<file path="src/rtl/ps2_key_decoder.sv">
// PS/2 keyboard receiver: synchronises the raw bus, deframes 11-bit frames and
// turns the scan-code byte stream (E0/F0 prefixes) into make-code strobes.
module ps2_key_decoder #(
    parameter int TIMEOUT = 50000
) (
    input  logic       clock,
    input  logic       reset,
    input  logic       ps2_clk,
    input  logic       ps2_data,
    output logic [7:0] key_in,
    output logic       key_en,
    output logic       key_ext,
    output logic       frame_err
);

    localparam int CW = $clog2(TIMEOUT + 1);
    localparam logic [CW-1:0] TMO_LIMIT = CW'(TIMEOUT);

    typedef enum logic [1:0] {
        ST_IDLE   = 2'd0,
        ST_DATA   = 2'd1,
        ST_PARITY = 2'd2,
        ST_STOP   = 2'd3
    } state_t;

    // A frame is good when the stop bit is high and data plus parity hold an odd number of ones.
    function automatic logic frame_ok(input logic [7:0] data, input logic par, input logic stop);
        return stop & ((^data) ^ par);
    endfunction

    logic       ps2_clk_s1_q, ps2_clk_s2_q, ps2_clk_s3_q;
    logic       ps2_data_s1_q, ps2_data_s2_q;
    logic       fall_s, data_s, timeout_s;

    state_t     state_q, state_d;
    logic [2:0] bit_cnt_q, bit_cnt_d;
    logic [7:0] shift_q, shift_d;
    logic       parity_q, parity_d;
    logic [CW-1:0] tmo_q, tmo_d;
    logic       ext_q, ext_d;
    logic       brk_q, brk_d;
    logic [7:0] key_in_q, key_in_d;
    logic       key_ext_q, key_ext_d;
    logic       key_en_q, key_en_d;
    logic       frame_err_q, frame_err_d;

    assign fall_s    = ps2_clk_s3_q & ~ps2_clk_s2_q;
    assign data_s    = ps2_data_s2_q;
    assign timeout_s = (state_q != ST_IDLE) && !fall_s && (tmo_q == TMO_LIMIT);

    // Bus synchronisers; reset to the idle-high bus level so no edge is seen on release.
    always_ff @(posedge clock) begin
        if (reset) begin
            ps2_clk_s1_q  <= 1'b1;
            ps2_clk_s2_q  <= 1'b1;
            ps2_clk_s3_q  <= 1'b1;
            ps2_data_s1_q <= 1'b1;
            ps2_data_s2_q <= 1'b1;
        end else begin
            ps2_clk_s1_q  <= ps2_clk;
            ps2_clk_s2_q  <= ps2_clk_s1_q;
            ps2_clk_s3_q  <= ps2_clk_s2_q;
            ps2_data_s1_q <= ps2_data;
            ps2_data_s2_q <= ps2_data_s1_q;
        end
    end

    // Inter-edge watchdog: restarts on each falling edge, idle while no frame is open.
    always_comb begin
        tmo_d = tmo_q;
        if (state_q == ST_IDLE || fall_s) begin
            tmo_d = '0;
        end else if (tmo_q != TMO_LIMIT) begin
            tmo_d = tmo_q + CW'(1);
        end else begin
            tmo_d = tmo_q;
        end
    end

    // Deframing FSM and scan-code interpretation.
    always_comb begin
        state_d     = state_q;
        bit_cnt_d   = bit_cnt_q;
        shift_d     = shift_q;
        parity_d    = parity_q;
        ext_d       = ext_q;
        brk_d       = brk_q;
        key_in_d    = key_in_q;
        key_ext_d   = key_ext_q;
        key_en_d    = 1'b0;
        frame_err_d = 1'b0;
        if (timeout_s) begin
            state_d     = ST_IDLE;
            ext_d       = 1'b0;
            brk_d       = 1'b0;
            frame_err_d = 1'b1;
        end else if (fall_s) begin
            case (state_q)
                ST_IDLE: begin
                    if (!data_s) begin
                        state_d   = ST_DATA;
                        bit_cnt_d = 3'd0;
                    end else begin
                        state_d = ST_IDLE;
                    end
                end
                ST_DATA: begin
                    shift_d   = {data_s, shift_q[7:1]};
                    bit_cnt_d = bit_cnt_q + 3'd1;
                    if (bit_cnt_q == 3'd7) begin
                        state_d = ST_PARITY;
                    end else begin
                        state_d = ST_DATA;
                    end
                end
                ST_PARITY: begin
                    parity_d = data_s;
                    state_d  = ST_STOP;
                end
                ST_STOP: begin
                    state_d = ST_IDLE;
                    if (!frame_ok(shift_q, parity_q, data_s)) begin
                        frame_err_d = 1'b1;
                        ext_d       = 1'b0;
                        brk_d       = 1'b0;
                    end else if (shift_q == 8'hE0) begin
                        ext_d = 1'b1;
                    end else if (shift_q == 8'hF0) begin
                        brk_d = 1'b1;
                    end else if (brk_q) begin
                        ext_d = 1'b0;
                        brk_d = 1'b0;
                    end else begin
                        key_in_d  = shift_q;
                        key_ext_d = ext_q;
                        key_en_d  = 1'b1;
                        ext_d     = 1'b0;
                    end
                end
                default: begin
                    state_d = ST_IDLE;
                end
            endcase
        end else begin
            state_d = state_q;
        end
    end

    // State and registered outputs.
    always_ff @(posedge clock) begin
        if (reset) begin
            state_q     <= ST_IDLE;
            bit_cnt_q   <= 3'd0;
            shift_q     <= 8'h00;
            parity_q    <= 1'b0;
            tmo_q       <= '0;
            ext_q       <= 1'b0;
            brk_q       <= 1'b0;
            key_in_q    <= 8'h00;
            key_ext_q   <= 1'b0;
            key_en_q    <= 1'b0;
            frame_err_q <= 1'b0;
        end else begin
            state_q     <= state_d;
            bit_cnt_q   <= bit_cnt_d;
            shift_q     <= shift_d;
            parity_q    <= parity_d;
            tmo_q       <= tmo_d;
            ext_q       <= ext_d;
            brk_q       <= brk_d;
            key_in_q    <= key_in_d;
            key_ext_q   <= key_ext_d;
            key_en_q    <= key_en_d;
            frame_err_q <= frame_err_d;
        end
    end

    assign key_in    = key_in_q;
    assign key_en    = key_en_q;
    assign key_ext   = key_ext_q;
    assign frame_err = frame_err_q;

endmodule

</file>
<file path="config.mk">
export PLATFORM = sky130hd
export DESIGN_NAME = ps2_key_decoder
export DESIGN_NICKNAME = d
export VERILOG_FILES = /design/src/rtl/ps2_key_decoder.sv
export SDC_FILE = /design/constraint.sdc
export NUM_CORES = 1
export LEC_CHECK = 0
export BUFFER_PORTS_ARGS = -buffer_cell sky130_fd_sc_hd__clkbuf_2
export CAP_MARGIN = 15
export CELL_PAD_IN_SITES_DETAIL_PLACEMENT = 0
export CELL_PAD_IN_SITES_GLOBAL_PLACEMENT = 1
export CORE_MARGIN = 4
export CORE_UTILIZATION = 41
export DETAILED_ROUTE_END_ITERATION = 8
export PLACE_DENSITY = 0.85
export SLEW_MARGIN = 20
export SYNTH_ARGS = -nofsm -noshare
export SYNTH_HDL_FRONTEND = slang
export SYNTH_SLANG_ARGS = --single-unit
</file>
<file path="constraint.sdc">
create_clock -name clock -period 1.9 [get_ports clock]
set_input_delay 0.19 -clock clock [delete_from_list [all_inputs] [get_ports clock]]
set_output_delay 0.19 -clock clock [all_outputs]
set_load 0.03 [all_outputs]
</file>
==> impl_metrics.xml <==
<?xml version="1.0" encoding="UTF-8"?>
<metrics>
  <group name="outcome">
    <metric name="outcome" unit="">finished, final reports clean</metric>
  </group>
  <group name="power">
    <metric name="power.leakage" unit="nW">0.935</metric>
    <metric name="p_per_area" unit="mW/mm2">757</metric>
    <metric name="vdd.ir_drop.worst" unit="uV">462</metric>
    <metric name="fin_total_pwr" unit="mW">1.93</metric>
  </group>
  <group name="placement">
    <metric name="place.detailed.instances" unit="">325</metric>
    <metric name="numPortBuffers" unit="">14</metric>
    <metric name="detailedPlace.worstSlack" unit="ps">-12.1</metric>
    <metric name="hpwlAfterDp" unit="um">2690</metric>
    <metric name="gp_routability_congestion" unit="">0.813</metric>
  </group>
  <group name="detailed_routing">
    <metric name="route.detailed.wl_per_inst" unit="um">11.5</metric>
    <metric name="drt-pass1-iter-count" unit="">4</metric>
    <metric name="drtAntennaViolNets" unit="">0</metric>
    <metric name="post-route-drc-count" unit="">0</metric>
    <metric name="first_iter_violations" unit="">120</metric>
    <metric name="totalWireLength" unit="um">3850</metric>
    <metric name="via_count" unit="">1596</metric>
    <metric name="routed_via_density" unit="">4.79</metric>
  </group>
  <group name="global_routing">
    <metric name="groute.layer.met3.usage" unit="%">3.36</metric>
    <metric name="antenna_found_initial" unit="">0</metric>
    <metric name="gr_peak_layer" unit="">met2</metric>
    <metric name="grt_usage" unit="%">13.4</metric>
    <metric name="first_global_vias" unit="">1537</metric>
    <metric name="grt_util_met2" unit="%">21.1</metric>
    <metric name="grt_pass1_wl" unit="um">6730</metric>
    <metric name="grt.met1_usage" unit="%">17.0</metric>
    <metric name="gr-total-overflow" unit="">0</metric>
    <metric name="largest_net_degree_at_the_start_of_global_routing" unit="">17</metric>
  </group>
  <group name="floorplanning">
    <metric name="die_y" unit="um">80.2</metric>
    <metric name="io_pins" unit="">15</metric>
    <metric name="core_footprint" unit="mm2">0.00488</metric>
    <metric name="std_cell_rows" unit="">25</metric>
    <metric name="floorplan.die.width" unit="um">80.2</metric>
    <metric name="initial_cell_density_of_the_core" unit="%">43.7</metric>
    <metric name="design.die.area" unit="mm2">0.00642</metric>
  </group>
  <group name="clock_network">
    <metric name="clk-insertion-delay-late" unit="ps">300</metric>
    <metric name="cts-htree-levels" unit="">2</metric>
    <metric name="post_cts.repair.setup_buffers" unit="">0</metric>
    <metric name="clock_pin_slew_reported_for_the_worst_setup_and_hold_paths_after_clock_tree_synthesis" unit="ps">90</metric>
    <metric name="cts_max_path_buffers" unit="">2</metric>
    <metric name="holdBufCountCts" unit="">0</metric>
    <metric name="cts_made_buffers" unit="">5</metric>
    <metric name="root_buffer" unit="">clkbuf_8</metric>
    <metric name="cts.sinks" unit="">48</metric>
    <metric name="cts_tree" unit="">done</metric>
  </group>
  <group name="synth">
    <metric name="synthesis_warnings" unit="">0</metric>
    <metric name="synth.distinct_cells" unit="">40</metric>
    <metric name="synth_top_cells_by_area" unit="">dfxtp_1, nor2_1, ha_1, mux2i_1, nand2_1</metric>
    <metric name="avgSynthCellArea" unit="um2">9.04</metric>
    <metric name="seq_area_frac_synth" unit="%">45.0</metric>
    <metric name="yosys.area.top_type_share" unit="%">45.0</metric>
    <metric name="yosys_most_used_dff" unit="">dfxtp_1</metric>
    <metric name="synth_async_sr_flop_share" unit="%">0</metric>
    <metric name="post_synth_instance_area" unit="mm2">0.00213</metric>
    <metric name="biggest_area_consumer_among_synthesized_cells" unit="">dfxtp_1</metric>
    <metric name="synth.net_count" unit="">249</metric>
    <metric name="yosys_register_bits" unit="">48</metric>
    <metric name="synthesis.instances" unit="">236</metric>
    <metric name="synth_enable_flop_cells" unit="">0</metric>
  </group>
  <group name="sta">
    <metric name="setup_tns" unit="ps">0</metric>
    <metric name="final_min_period_over_clock_period" unit="%">98.5</metric>
    <metric name="timing.final.hold_violations" unit="">0</metric>
    <metric name="final.hold.worst_slack" unit="ps">63.5</metric>
    <metric name="slew_violations" unit="">0</metric>
    <metric name="unrepaired_setup_endpoints_after_global_routing" unit="">yes</metric>
    <metric name="final.setup.worst_slack" unit="ps">28.2</metric>
    <metric name="final-setup-viol-count" unit="">0</metric>
    <metric name="achievable-frequency" unit="GHz">0.534</metric>
    <metric name="clock_period_minus_final_worst_setup_slack" unit="ps">1870</metric>
    <metric name="timing.slew.headroom" unit="%">71.3</metric>
    <metric name="tightestPinTransition" unit="ps">427</metric>
    <metric name="final.setup_skew" unit="ps">12.0</metric>
  </group>
  <group name="final_layout">
    <metric name="fillcell_total" unit="">476</metric>
    <metric name="layout.nets" unit="">278</metric>
    <metric name="multi_input_combinational_cell_area" unit="mm2">0.00111</metric>
    <metric name="final_layout_size_suffix_gt1_share" unit="%">23.3</metric>
    <metric name="insertedDiodeCount" unit="">0</metric>
    <metric name="signed_area_change_from_the_synthesized_netlist_to_the_final_layout" unit="%">19.2</metric>
    <metric name="area.sequential" unit="um2">966</metric>
    <metric name="instances_no_fill" unit="">333</metric>
  </group>
  <group name="critical_path">
    <metric name="worstPathCellList" unit="">ha_4, xnor3_1, xnor2_2, nor4_2, buf_4, mux2i_1, nor2_1</metric>
    <metric name="worstPathArrival" unit="ps">2080</metric>
    <metric name="cp.required" unit="ps">2110</metric>
    <metric name="critPathLaunchType" unit="">flip-flop</metric>
    <metric name="crit_family" unit="">XOR/XNOR gates</metric>
    <metric name="worst-path-buf-inv" unit="">1</metric>
    <metric name="worst_setup_path_end_kind" unit="">flip-flop</metric>
    <metric name="slowest_stage_delay_cp" unit="ps">360</metric>
    <metric name="timing.critical_path.fanout_max" unit="">8</metric>
    <metric name="timing.setup.critical_path_class" unit="">reg -&gt; reg</metric>
    <metric name="critical-path-slowest-cell" unit="">xnor3_1</metric>
  </group>
  <group name="min_path">
    <metric name="worstHoldPathType" unit="">in -&gt; reg</metric>
  </group>
  <group name="job">
    <metric name="max_cap_viol_count" unit="">0</metric>
  </group>
</metrics>
[state kept, by name, summed over array words and instances (netlist names), named ones only]
| register | flops |
|---|---|
| shift_q | 8 |
| brk_q | 1 |
| ps2_clk_s2_q | 1 |
| ps2_clk_s3_q | 1 |
| state_q | 1 |
| tmo_q | 16 |
| data_s | 1 |
| key_en | 1 |
| bit_cnt_q | 3 |
| key_in | 8 |
| parity_q | 1 |
| ps2_data_s1_q | 1 |
| frame_err | 1 |
| key_ext | 1 |
| ps2_clk_s1_q | 1 |
| ext_q | 1 |
[layout make-up]
cell class / count / area share, %
Clock buffer: 5 / 2.71
Clock inverter: 3 / 2.71
Inverter: 12 / 1.77
Multi-Input combinational cell: 166 / 43.5
Sequential cell: 48 / 38.0
Tap cell: 67 / 3.30
Timing Repair Buffer: 32 / 8.07
[stage by stage]
step | utilization [%] | cell area, um2
after floorplan | - | 2130
after CTS | 51.8 | 2530
after global routing | 52.1 | 2540
final | 52.1 | 2540
after detailed placement | 48.5 | 2370
after global placement | 48.5 | 2370
[placed cells by master, fill, tap and decap left out, types with 2 or more instances in the layout]
cell,netlist,final
dfxtp_1,48,44
nor2_1,37,37
nand2_1,25,25
buf_4,0,18
clkbuf_2,1,14
inv_1,12,12
a21oi_1,12,12
mux2i_1,10,10
nand3_1,9,9
xor2_1,10,9
ha_1,9,8
nor3_1,6,6
xnor2_1,7,6
or2_2,5,5
clkbuf_8,0,5
and3_1,4,4
dfxtp_2,0,4
o21ai_0,3,3
nor2b_1,2,2
or3_1,2,2
and4bb_2,2,2
nor4_2,2,2
a32o_1,2,2
a22oi_1,2,2
o211ai_1,2,2
bufinv_16,0,2
[layer usage]
metal / wire, um / part of all wire, %
met1: 1890 / 49
met2: 1760 / 46
met3: 124 / 3.2
met4: 71 / 1.8
met5: 0 / 0
[synthesized netlist by cell type, types with 3 or more instances]
library cell,instances
o21ai_0,3
nand3_1,9
nor3_1,6
ha_1,9
dfxtp_1,48
clkbuf_1,5
xor2_1,10
inv_1,12
or2_2,5
nand2_1,25
and3_1,4
xnor2_1,7
mux2i_1,10
a21oi_1,12
nor2_1,37
[power by group]
part / internal (mW) / switching, mW / leakage (nW)
Clock: 0.530 / 0.353 / 0.0687
Sequential: 1.01 / 0.00428 / 0.390
Combinational: 0.0116 / 0.0171 / 0.477
[path summary, 6_finish.rpt]
path                 from  cells past startpoint       endpoint  slack (ps)
min              ps2_data                      2  ps2_data_s1_q          60
max reg2reg    shift_q[6]                      7      key_in[4]          30
min reg2reg  ps2_clk_s1_q                      1   ps2_clk_s2_q         410
max            shift_q[6]                      7      key_in[4]          30
[worst register-to-register path, delay by kind of cell, from the launching register on]
kind / cells / cell delay, ps
multiplexers: 1 / 200
XOR/XNOR: 2 / 520
adder cells (fa/ha/maj): 1 / 230
AND/OR/NAND/NOR: 2 / 240
buffers and inverters: 1 / 240
flip-flops: 1 / 340
[cells by family (layout without fill, tap and decap cells)]
kind of cell,after synthesis,in the layout,synth area share (%)
xor+xnor,18,18,8.03
fa+ha+maj,9,9,5.28
simple gates,104,104,24.9
buf+inv,22,52,4.75
flops,48,48,45.0
mux,10,10,4.69
compound gates,25,25,7.39
[timing repair]
action | in CTS | in global routing
endpoints found under the hold margin | 0 | 0
resized for setup | 4 | 4
pin swaps | 1 | 4
endpoints found under the setup margin | 10 | 11
gates cloned | 0 | 0
(Power assumes the default switching activity.)
